==> src/rtl/pgmon_pkg.sv <==
// pgmon_pkg: shared channel state encoding and stability-counter width helper
package pgmon_pkg;
    typedef enum logic [1:0] {IDLE, QUAL, GOOD, FAULT} pgmon_state_e;
    function automatic int cnt_width(input int n);
        return $clog2(n + 1);
    endfunction
endpackage

==> src/rtl/pgmon_chan.sv <==
// pgmon_chan: per-signal qualify/good/fault state machine with saturating stability counter
module pgmon_chan
    import pgmon_pkg::*;
#(
    parameter int STABLE_CNT = 16
) (
    input  logic iClk,
    input  logic iSRst,
    input  logic iEna,
    input  logic iMonEn,
    input  logic iSignal,
    input  logic iFaultClr,
    output logic oStable,
    output logic oFault,
    output logic oFaultNxt
);
    localparam int CW = cnt_width(STABLE_CNT);
    localparam logic [CW-1:0] CNT_MAX = CW'(STABLE_CNT);
    pgmon_state_e r_state, w_state_nxt;
    logic [CW-1:0] r_cnt, w_cnt_nxt, w_cnt_inc;
    assign w_cnt_inc = (r_cnt == CNT_MAX) ? r_cnt : r_cnt + CW'(1);
    // next state: qualification only advances on timebase ticks, fault entry does not wait for one
    always_comb begin
        w_state_nxt = r_state;
        w_cnt_nxt   = r_cnt;
        case (r_state)
            IDLE: if (iMonEn && iSignal) begin
                w_state_nxt = QUAL;
                w_cnt_nxt   = '0;
            end
            QUAL: if (!iMonEn || !iSignal) w_state_nxt = IDLE;
            else if (iEna) begin
                w_cnt_nxt = w_cnt_inc;
                if (w_cnt_inc == CNT_MAX) w_state_nxt = GOOD;
            end
            GOOD: if (!iMonEn) w_state_nxt = IDLE;
            else if (!iSignal) w_state_nxt = FAULT;
            FAULT: if (iFaultClr) w_state_nxt = IDLE;
            default: w_state_nxt = IDLE;
        endcase
    end
    // state and counter registers
    always_ff @(posedge iClk) begin
        if (iSRst) begin
            r_state <= IDLE;
            r_cnt   <= '0;
        end else begin
            r_state <= w_state_nxt;
            r_cnt   <= w_cnt_nxt;
        end
    end
    assign oStable   = (r_state == GOOD);
    assign oFault    = (r_state == FAULT);
    assign oFaultNxt = (w_state_nxt == FAULT);
endmodule

==> src/rtl/pwrgd_fault_monitor.sv <==
// pwrgd_fault_monitor: power-good stability/fault monitor; PGMON_FIRST_FAULT_EN adds first-fault index capture
module pwrgd_fault_monitor
    import pgmon_pkg::*;
#(
    parameter int NUMBER_OF_SIGNALS = 8,
    parameter int STABLE_CNT        = 16
) (
    input  logic                                 iClk,
    input  logic                                 iSRst,
    input  logic                                 iEna,
    input  logic [NUMBER_OF_SIGNALS-1:0]         iMonEn,
    input  logic [NUMBER_OF_SIGNALS-1:0]         iSignal,
    input  logic                                 iFaultClr,
    output logic [NUMBER_OF_SIGNALS-1:0]         oEdgeRise,
    output logic [NUMBER_OF_SIGNALS-1:0]         oEdgeFall,
    output logic [NUMBER_OF_SIGNALS-1:0]         oStable,
    output logic [NUMBER_OF_SIGNALS-1:0]         oFault,
    output logic                                 oFaultAny,
    output logic [$clog2(NUMBER_OF_SIGNALS)-1:0] oFirstFaultIdx,
    output logic                                 oFirstFaultVld
);
    localparam int N  = NUMBER_OF_SIGNALS;
    localparam int IW = $clog2(NUMBER_OF_SIGNALS);
    logic [N-1:0] w_fault_nxt, r_prev, r_rise, r_fall;
    logic         r_hist_vld, r_fault_any;
    for (genvar i = 0; i < N; i++) begin : g_chan
        pgmon_chan #(.STABLE_CNT(STABLE_CNT)) u_chan (
            .iClk     (iClk),
            .iSRst    (iSRst),
            .iEna     (iEna),
            .iMonEn   (iMonEn[i]),
            .iSignal  (iSignal[i]),
            .iFaultClr(iFaultClr),
            .oStable  (oStable[i]),
            .oFault   (oFault[i]),
            .oFaultNxt(w_fault_nxt[i])
        );
    end
    // edge detect; history must be refilled after reset before any edge is reported
    always_ff @(posedge iClk) begin
        if (iSRst) begin
            r_prev      <= '0;
            r_hist_vld  <= 1'b0;
            r_rise      <= '0;
            r_fall      <= '0;
            r_fault_any <= 1'b0;
        end else begin
            r_prev      <= iSignal;
            r_hist_vld  <= 1'b1;
            r_rise      <= r_hist_vld ? (iSignal & ~r_prev) : '0;
            r_fall      <= r_hist_vld ? (~iSignal & r_prev) : '0;
            r_fault_any <= |w_fault_nxt;
        end
    end
    assign oEdgeRise = r_rise;
    assign oEdgeFall = r_fall;
    assign oFaultAny = r_fault_any;
`ifdef PGMON_FIRST_FAULT_EN
    logic [N-1:0]  w_new;
    logic [IW-1:0] w_idx, r_idx;
    logic          r_vld;
    assign w_new = w_fault_nxt & ~oFault;
    // lowest-index channel newly entering fault this cycle
    always_comb begin
        w_idx = '0;
        for (int k = N - 1; k >= 0; k--) if (w_new[k]) w_idx = IW'(k);
    end
    // capture first fault; a clear coinciding with a new fault recaptures it
    always_ff @(posedge iClk) begin
        if (iSRst) begin
            r_idx <= '0;
            r_vld <= 1'b0;
        end else if (|w_new && (!r_vld || iFaultClr)) begin
            r_idx <= w_idx;
            r_vld <= 1'b1;
        end else if (iFaultClr) begin
            r_idx <= '0;
            r_vld <= 1'b0;
        end
    end
    assign oFirstFaultIdx = r_idx;
    assign oFirstFaultVld = r_vld;
`else
    assign oFirstFaultIdx = '0;
    assign oFirstFaultVld = 1'b0;
`endif
endmodule
==> config.mk <==
export PLATFORM = sky130hd
export DESIGN_NAME = pwrgd_fault_monitor
export DESIGN_NICKNAME = d
export VERILOG_FILES = /design/src/rtl/pgmon_pkg.sv /design/src/rtl/pgmon_chan.sv /design/src/rtl/pwrgd_fault_monitor.sv
export SDC_FILE = /design/constraint.sdc
export NUM_CORES = 1
export LEC_CHECK = 0
export ABC_CLOCK_PERIOD_IN_PS = 1800
export CORE_ASPECT_RATIO = 1.4
export CORE_MARGIN = 2
export CORE_UTILIZATION = 35
export CTS_CLUSTER_DIAMETER = 60
export DETAILED_ROUTE_END_ITERATION = 10
export SETUP_SLACK_MARGIN = 0.05
export SKIP_LAST_GASP = 1
export SYNTH_ARGS = -nofsm -noshare
export SYNTH_HDL_FRONTEND = slang
export SYNTH_SLANG_ARGS = --single-unit
export TNS_END_PERCENT = 5
==> constraint.sdc <==
create_clock -name iClk -period 1.8 [get_ports iClk]
set_input_delay 0.36 -clock iClk [delete_from_list [all_inputs] [get_ports iClk]]
set_output_delay 0.36 -clock iClk [all_outputs]
set_load 0.02 [all_outputs]
==> flow_metrics.py, run 1 <==
metrics = {
    "synth": {
        "synth_edf_count": 0,
        "synth_commonest_cells": "dfxtp_1, nor2_1, a21oi_1",
        "avgSynthCellArea_um2": 7.93,
        "post-synth-top-count-cell": "dfxtp_1",
        "seq_area_frac_synth": 0.349,
        "synthTopCellsByArea": "dfxtp_1, a21oi_1, nor2_1, ha_1, o21ai_0",
        "netlist_instances": 594,
        "synth_warnings": 0,
        "async_flop_share": 0,
        "synthFlopType": "dfxtp_1",
        "synth_top_area_share": 0.349,
        "synth_cell_types": 64,
        "syn_area_um2": 4710,
        "yosys.area.top_type": "dfxtp_1",
        "synth_seq_cells": 82,
    },
    "grt": {
        "use_met2": 0.322,
        "grt_overflow": 0,
        "grt_pass1_vias": 4468,
        "use_met3": 0.0278,
        "gr-usage-met1": 0.187,
        "top_usage_layer": "met2",
        "track_usage": 0.172,
        "grt_pass1_wl_um": 20000,
        "grt_max_degree": 67,
        "antenna_found_initial": 0,
    },
    "critical_path": {
        "cp-end-kind": "output port",
        "cp_max_fo": 8,
        "startpoint_type": "flip-flop",
        "cp_slowest_stage_delay_ns": 0.61,
        "crit_family": "buffers and inverters",
        "critPathSlowestCell": "clkdlybuf4s50_1",
        "arrival_ns": 1.59,
        "worstPathCellList": "nor2b_1, clkdlybuf4s50_1",
        "cp_num_buf_inv": 1,
        "crit_type": "reg -> out",
        "worstPathRequired_ns": 1.44,
    },
    "sta": {
        "finalSetupViolations": 18,
        "skew_ns": 0.00444,
        "hold_viol": 0,
        "timing.final.crit_share": 1.08,
        "drv_slew": 0,
        "worstMarginPinSlew_ns": 0.682,
        "fin_crit_ns": 1.95,
        "rsz0062_at_grt": "yes",
        "worst_slack_ns": -0.148,
        "slew_headroom": 0.544,
        "fmax_ghz": 0.513,
    },
    "placement": {
        "hpwl_um": 8940,
        "place_inst": 864,
        "place_congestion": 0.899,
        "portBuffers": 52,
    },
    "die": {
        "dieHeight_um": 141,
        "die_area_um2": 14400,
        "die_width_um": 102,
        "initial_core_util": 0.355,
        "core_um2": 13300,
        "rows": 50,
        "pin_count": 57,
    },
    "clock_tree": {
        "postCtsHoldBufs": 0,
        "clk_latency_ns": 0.34,
        "post_cts_buffers": 0,
        "cts-root-buf": "clkbuf_16",
        "clock_sinks": 82,
        "cts_buffers": 9,
        "cts_tree": "yes",
        "path_clk_slew_ns": 0.06,
        "clockBufferDepth": 2,
        "htree_levels": 3,
        "cts_resized": 2,
    },
    "outcome": {
        "status": "finished with violations",
        "violations": "setup timing",
    },
    "flow_run": {
        "cap_violations": 0,
    },
    "layout": {
        "layout.cells.non_filler": 880,
        "fin_nets": 729,
        "final_core_util": 0.465,
        "area_growth_pct": 30.9,
        "fill_cells": 1335,
        "seq_area_um2": 1650,
        "diodes": 0,
        "drive_gt1_frac": 0.152,
        "multiInputGateArea_um2": 2710,
    },
    "power_and_ir_drop": {
        "power.switching_w": 0.000977,
        "peakVddDrop_v": 0.000331,
        "pwr-share-clk": 0.460,
        "power_frac_comb": 0.099,
        "power_frac_seq": 0.441,
        "powerDensity_nw_per_um2": 690,
        "intPower_w": 0.00328,
        "switching_share": 0.230,
        "leakagePower_nw": 2.38,
    },
    "drt": {
        "drc": 0,
        "vias": 4503,
        "finalWirelength_um": 12000,
        "wl_per_cell_um": 13.7,
        "dr.pass1.iters": 5,
        "first_iter_violations": 225,
        "viasPerCell": 5.12,
        "antenna_left": 0,
    },
    "hold_path": {
        "hold_class": "in -> reg",
    },
}
## worst paths after layout
kind                            slack [ns]                           to                         from  depth (start not counted)
worst max-delay path                 -0.15                   oStable[7]  g_chan[7].u_chan.r_state[1]                          2
worst min-delay path                  0.25                   r_hist_vld                        iSRst                          2
worst max register to register       -0.09  g_chan[4].u_chan.r_state[1]    g_chan[4].u_chan.r_cnt[0]                          7
worst min register to register        0.41                 oEdgeRise[4]                    r_prev[4]                          1
## cell usage in the layout (no fill, tap or decap), types with 14 or more instances in the layout
cell	count
a21oi_1	45
inv_1	35
ha_1	15
clkdlybuf4s50_1	48
nand2_1	37
dfxtp_1	79
nor3b_1	19
o21ai_0	35
nand3_1	23
nor2b_1	27
buf_4	75
nor2_1	58
nor3_1	17
nand3b_1	14
## registers in the layout, summed over array words and instances (netlist names)
register / flops
g_chan.u_chan.r_cnt: 40
g_chan.u_chan.r_state: 16
oEdgeFall: 8
oEdgeRise: 8
oFaultAny: 1
r_hist_vld: 1
r_prev: 8
## power by group through the flow
stage	clock, W	combinational, W	sequential, W
2_1_floorplan	0	0.000200	0.00192
3_3_place_gp	0	0.000413	0.00191
3_5_place_dp	0	0.000419	0.00191
4_1_cts	0.00201	0.000422	0.00187
5_1_grt	0.00206	0.000460	0.00188
6_report	0.00196	0.000420	0.00187
## kinds of logic (layout without fill, tap and decap cells)
kind of cell,count (synthesis),count (layout),share of synthesized area
xor+xnor,15,15,0.0279
buf+inv,79,180,0.0808
compound gates,136,136,0.182
flops,82,82,0.349
simple gates,260,260,0.307
other cells,1,4,0.000796
mux,5,5,0.0109
fa+ha+maj,16,16,0.0425
## worst register-to-register path, stage by stage (launching register included)
cell and delay, ns:
dfxtp_1 0.35, inv_1 0.07, ha_1 0.21, nor4bb_2 0.18, xnor2_1 0.21, o21ai_1 0.12, or4b_1 0.53, a21oi_1 0.16
## routing by layer
metal	wire [µm]	part of all wire	vias up
met1	4910	0.41	2124
met5	0	0	-
met3	408	0.034	12
met2	6520	0.54	86
met4	187	0.016	0
li1	-	-	2281
## metrics by stage
| step | setup TNS (ns) | hold WS [ns] | setup slack [ns] | cell area [µm²] | total power, W |
|---|---|---|---|---|---|
| final | -1.31 | 0.248 | -0.148 | 6160 | 0.00425 |
| after detailed placement | -3.37 | 0.401 | -0.282 | 5820 | 0.00233 |
| after floorplan | 0 | 0.389 | 0.0511 | 4720 | 0.00212 |
| after CTS | -1.99 | 0.245 | -0.203 | 6140 | 0.00430 |
| after global placement | -2.65 | 0.392 | -0.267 | 5820 | 0.00233 |
| after global routing | -3.21 | 0.269 | -0.232 | 6160 | 0.00440 |
## final cells by class
cell class                 count  share of cell area
clock inverter                 3             0.00731
inverter                      35              0.0213
timing repair buffer         129               0.182
tap                          182              0.0370
clock buffer                  13              0.0455
sequential                    82               0.267
multi-input combinational    436               0.440
(Power assumes the default switching activity.)
==> run 2: changes to the inputs <==
- ABC_CLOCK_PERIOD_IN_PS: 1800 -> 1900
- CTS_CLUSTER_DIAMETER: 60 -> 120
- HOLD_SLACK_MARGIN: not set -> 0.03
- clock period: 1.8 -> 1.9 ns (I/O delays scaled with it)
==> run 2 against run 1 <==
  * The run still ends with setup timing left
  * Combinational power is 9.5% lower
  * Sequential share of layout area is 0.88 points higher
  * Clock skew is 0.0028 ns higher
  * Routed wire length is 3.2% lower
  * Setup slack better by 0.037 ns
  * Die area stayed put
  * Power is 13% lower
  * Critical path depth stayed put
  * Utilization is 1.5 points lower
  * First-iteration DRC count is 31% lower
  * Sequential power is 5% lower
  * Cell count is 1.7% lower
  * Largest cell class unchanged
==> flow_metrics.py, run 2 (synthesis gave the netlist of run 1 again) <==
metrics = {
    "critical_path": {
        "r2r-end": "g_chan[6].u_chan.r_state[1]",
        "ff2ff_path_depth": 7,
        "cp_slowest_stage_delay_ns": 0.62,
        "startpoint_type": "flip-flop",
        "cp-end-kind": "output port",
        "reg2reg_from": "g_chan[6].u_chan.r_cnt[1]",
        "crit_type": "reg -> out",
        "critPathSlowestCell": "clkdlybuf4s50_1",
        "worstPathRequired_ns": 1.52,
        "worstPathCellList": "and2_1, clkdlybuf4s50_1",
        "arrival_ns": 1.63,
        "crit_family": "buffers and inverters",
        "cp_max_fo": 8,
        "cp_num_buf_inv": 1,
        "r2r_slack_ns": 0.04,
        "crit_start": "g_chan[5].u_chan.r_state[0]",
    },
    "outcome": {
        "status": "finished with violations",
        "violations": "setup timing",
    },
    "clock_tree": {
        "clockBufferDepth": 2,
        "cts-root-buf": "clkbuf_16",
        "post_cts_buffers": 0,
        "cts_tree": "yes",
        "clk_latency_ns": 0.34,
        "clock_sinks": 82,
        "path_clk_slew_ns": 0.06,
        "htree_levels": 3,
        "cts_buffers": 9,
    },
    "hold_path": {
        "hold_path_depth": 2,
        "hold_path_startpoint": "iSRst",
        "min_to": "r_hist_vld",
        "hold_class": "in -> reg",
    },
    "die": {
        "die_width_um": 102,
        "rows": 50,
        "pin_count": 57,
        "core_um2": 13300,
        "die_area_um2": 14400,
        "initial_core_util": 0.355,
        "dieHeight_um": 141,
    },
    "drt": {
        "first_iter_violations": 156,
        "vias": 4454,
        "viasPerCell": 5.15,
        "dr.pass1.iters": 4,
        "finalWirelength_um": 11600,
        "wl_per_cell_um": 13.5,
        "antenna_left": 0,
        "drc": 0,
    },
    "sta": {
        "holdWs_ns": 0.269,
        "worstMarginPinSlew_ns": 0.649,
        "drv_slew": 0,
        "fin_crit_ns": 2.01,
        "skew_ns": 0.00728,
        "worst_slack_ns": -0.111,
        "fmax_ghz": 0.497,
        "slew_headroom": 0.563,
        "rsz0062_at_grt": "yes",
        "finalSetupViolations": 11,
        "timing.final.crit_share": 1.06,
        "hold_viol": 0,
    },
    "placement": {
        "portBuffers": 52,
        "dpl_cell_area_um2": 5700,
        "hpwl_um": 8640,
        "place_congestion": 0.871,
    },
    "layout": {
        "final_common_cell": "dfxtp_1",
        "final_cell_mix": "dfxtp_1, buf_4, nor2_1, clkdlybuf4s50_1, a21oi_1",
        "regMostFlops": "g_chan.u_chan.r_cnt",
        "fin_nets": 715,
        "fill_cells": 1337,
        "largest_register_ffs": 40,
        "top_regs": "g_chan.u_chan.r_cnt (40), g_chan.u_chan.r_state (16)",
        "diodes": 0,
        "drive_gt1_frac": 0.126,
        "final_core_util": 0.450,
        "finalInstanceArea_um2": 5960,
        "area_growth_pct": 26.7,
    },
    "grt": {
        "antenna_found_initial": 0,
        "grt_overflow": 0,
        "track_usage": 0.166,
        "grt_max_degree": 67,
        "grt_pass1_wl_um": 19400,
        "grt_pass1_vias": 4345,
    },
    "flow_run": {
        "cap_violations": 0,
    },
    "power_and_ir_drop": {
        "leakagePower_nw": 2.28,
        "total_power_w": 0.00370,
        "peakVddDrop_v": 0.000306,
        "powerDensity_nw_per_um2": 620,
    },
}
## run 2: cell count changes in the layout (fill, tap and decap cells not counted), moves of 2 or more
cell      previous run  this run
clkbuf_8             4         0
clkbuf_1             0         3
clkinv_2             0         2
buf_4               75        62
## run 2: worst max path at each step
| stage | slack, ns | endpoint | cells after the start |
|---|---|---|---|
| after floorplan | 0.06 | g_chan[2].u_chan.r_state[1] | 6 |
| after global placement | -0.20 | g_chan[2].u_chan.r_state[1] | 5 |
| after detailed placement | -0.21 | g_chan[6].u_chan.r_cnt[1] | 6 |
| after CTS | -0.14 | oStable[1] | 3 |
| after global routing | -0.17 | oFault[5] | 2 |
| final | -0.11 | oFault[5] | 2 |
## run 2: layer usage
layer / wire length (µm) / vias up / track usage
met4: 383 / 0 / 0.0814
met5: 0 / - / 0
met3: 426 / 25 / 0.0203
li1: - / 2246 / -
met2: 5910 / 103 / 0.298
met1: 4930 / 2080 / 0.190
## run 2: per-stage QoR
stage | setup TNS [ns] | cells | setup slack, ns
2_1_floorplan | 0 | 597 | 0.0647
3_3_place_gp | -1.10 | 850 | -0.205
3_5_place_dp | -1.30 | 850 | -0.212
4_1_cts | -1.08 | 865 | -0.140
5_1_grt | -1.83 | 865 | -0.175
6_report | -0.477 | 865 | -0.111
## run 2: power by group
group,switching (W),internal [W],total [W]
clock,0.000666,0.000874,0.00154
sequential,0.0000249,0.00175,0.00178
combinational,0.000202,0.000178,0.000380
## run 2: repair_timing
item                                    CTS  global route
gates resized for setup                   1             5
endpoints found under the setup margin   17            28
hold buffers                              0             0
## run 2: final cells by class
| cell class | count | area, µm² | share of cell area |
|---|---|---|---|
| flip-flops and latches | 82 | 1650 | 0.276 |
| well taps | 182 | 228 | 0.0382 |
| inverters | 35 | 131 | 0.0220 |
| multi-input cells | 436 | 2700 | 0.453 |
| clock inverters | 3 | 17.5 | 0.00294 |
| clock buffers | 12 | 236 | 0.0396 |
| repair buffers | 115 | 1000 | 0.168 |
==> run 3: changes to the inputs <==
- SETUP_SLACK_MARGIN: 0.05 -> 0.2
==> run 3 against run 2 <==
  * The run still ends with setup timing left
  * Critical path type unchanged
  * Maximum frequency increased by 3.4%
  * Utilization shrank 0.20 points
  * Largest power group unchanged
  * Combinational power barely moved
==> flow_metrics.py, run 3 (synthesis gave the netlist of run 1 again) <==
metrics = {
    "critical_path": {
        "cp_max_fo": 8,
        "crit_family": "buffers and inverters",
        "startpoint_type": "flip-flop",
        "cp-end-kind": "output port",
        "r2r-end": "g_chan[6].u_chan.r_state[1]",
        "worstPathCellList": "nor2b_1, clkdlybuf4s50_1",
        "crit_type": "reg -> out",
        "crit_start": "g_chan[2].u_chan.r_state[1]",
        "cp_slowest_stage_delay_ns": 0.61,
        "ff2ff_path_depth": 7,
        "r2r_slack_ns": 0.01,
        "reg2reg_from": "g_chan[6].u_chan.r_cnt[1]",
        "arrival_ns": 1.57,
        "critPathSlowestCell": "clkdlybuf4s50_1",
        "cp_num_buf_inv": 1,
        "worstPathRequired_ns": 1.52,
    },
    "sta": {
        "timing.final.crit_share": 1.02,
        "rsz0062_at_grt": "yes",
        "drv_slew": 0,
        "finalSetupViolations": 5,
        "tns_ns": -0.153,
        "worst_slack_ns": -0.0460,
        "fmax_ghz": 0.514,
        "hold_viol": 0,
        "skew_ns": 0.00742,
        "fin_crit_ns": 1.95,
    },
    "layout": {
        "final_core_util": 0.448,
        "area_growth_pct": 26.1,
        "regMostFlops": "g_chan.u_chan.r_cnt",
        "fin_nets": 705,
        "largest_register_ffs": 40,
        "finalInstanceArea_um2": 5940,
        "diodes": 0,
        "top_regs": "g_chan.u_chan.r_cnt (40), g_chan.u_chan.r_state (16)",
        "drive_gt1_frac": 0.125,
        "final_cell_mix": "dfxtp_1, nor2_1, buf_4, a21oi_1, clkdlybuf4s50_1",
        "final_common_cell": "dfxtp_1",
    },
    "hold_path": {
        "hold_path_startpoint": "iSRst",
        "min_to": "r_hist_vld",
        "hold_path_depth": 2,
        "hold_class": "in -> reg",
    },
    "die": {
        "die_width_um": 102,
        "initial_core_util": 0.355,
        "die_area_um2": 14400,
        "pin_count": 57,
        "core_um2": 13300,
        "dieHeight_um": 141,
        "rows": 50,
    },
    "clock_tree": {
        "cts_buffers": 9,
        "htree_levels": 3,
        "clock_sinks": 82,
        "clk_latency_ns": 0.34,
        "path_clk_slew_ns": 0.06,
        "postCtsHoldBufs": 0,
        "cts_tree": "yes",
        "cts-root-buf": "clkbuf_16",
        "clockBufferDepth": 2,
        "post_cts_buffers": 0,
    },
    "power_and_ir_drop": {
        "peakVddDrop_v": 0.000327,
        "powerDensity_nw_per_um2": 646,
        "power_frac_seq": 0.463,
        "power_frac_comb": 0.099,
        "intPower_w": 0.00292,
        "switching_share": 0.239,
        "pwr-share-clk": 0.437,
        "total_power_w": 0.00384,
        "power.switching_w": 0.000918,
        "leakagePower_nw": 2.28,
    },
    "flow_run": {
        "cap_violations": 0,
    },
    "grt": {
        "grt_max_degree": 27,
        "grt_pass1_vias": 4380,
        "antenna_found_initial": 0,
        "grt_pass1_wl_um": 19700,
        "track_usage": 0.169,
        "grt_overflow": 0,
    },
    "outcome": {
        "violations": "setup timing",
        "status": "finished with violations",
    },
    "drt": {
        "antenna_left": 0,
        "first_iter_violations": 159,
        "wl_per_cell_um": 14.0,
        "dr.pass1.iters": 5,
        "viasPerCell": 5.22,
        "vias": 4470,
        "drc": 0,
        "finalWirelength_um": 12000,
    },
    "placement": {
        "hpwl_um": 8990,
        "dpl_cell_area_um2": 5640,
        "place_congestion": 0.860,
        "pre_cts_ws_ns": -0.197,
        "portBuffers": 52,
    },
}
## run 3: changes by cell type in the layout (fill, tap and decap cells not counted), sizes merged
cell	change
dlygate4sd2	+4
clkinvlp	-1
dlymetal6s2s	+1
buf	-10
clkdlybuf4s50	-5
clkbuf	+2
## run 3: layout make-up
cell class | count | area [µm²]
Fill cell | 1357 | 7320
Inverter | 35 | 131
Multi-Input combinational cell | 436 | 2730
Sequential cell | 82 | 1650
Tap cell | 182 | 228
Clock buffer | 14 | 274
Timing Repair Buffer | 105 | 912
Clock inverter | 2 | 10.0
## run 3: worst reg2reg max path, stage by stage, from the launching register on
cell      delay [ns]
dfxtp_1         0.40
inv_1           0.07
ha_1            0.20
and4bb_2        0.25
mux2i_1         0.13
a2111o_1        0.30
or3_1           0.31
a21oi_1         0.15
## run 3: per-layer routing
metal,global-route usage,part of all wire,up-vias
li1,-,-,2243
met1,0.188,0.42,2147
met2,0.311,0.53,69
met3,0.0283,0.034,11
met4,0.0709,0.013,0
met5,0,0,-
## run 3: stage by stage
stage	std cells	hold WS (ns)
after detailed placement	840	0.401
after global placement	840	0.396
after floorplan	597	0.389
after CTS	856	0.266
after global routing	856	0.292
final	856	0.268
## run 3: how the worst max path moves through the flow
stage / end / slack (ns) / cells past startpoint
6_report: oStable[2] / -0.05 / 2
2_1_floorplan: g_chan[2].u_chan.r_state[1] / 0.18 / 6
3_3_place_gp: g_chan[2].u_chan.r_state[1] / -0.16 / 5
3_5_place_dp: oFaultAny / -0.20 / 7
5_1_grt: g_chan[4].u_chan.r_state[1] / -0.1 / 7
4_1_cts: oStable[7] / -0.08 / 2
## run 3: power by group through the flow
stage	logic, W	clock network [W]	registers, W
floorplan	0.000189	0	0.00181
global placement	0.000374	0	0.00181
global route	0.000417	0.00178	0.00178
CTS	0.000382	0.00171	0.00178
detailed placement	0.000379	0	0.00181
finish	0.000380	0.00168	0.00178
## run 3: timing repair
item                       CTS  global route
resized for setup            8             4
gates cloned                 0             0
setup endpoints to repair   27            43
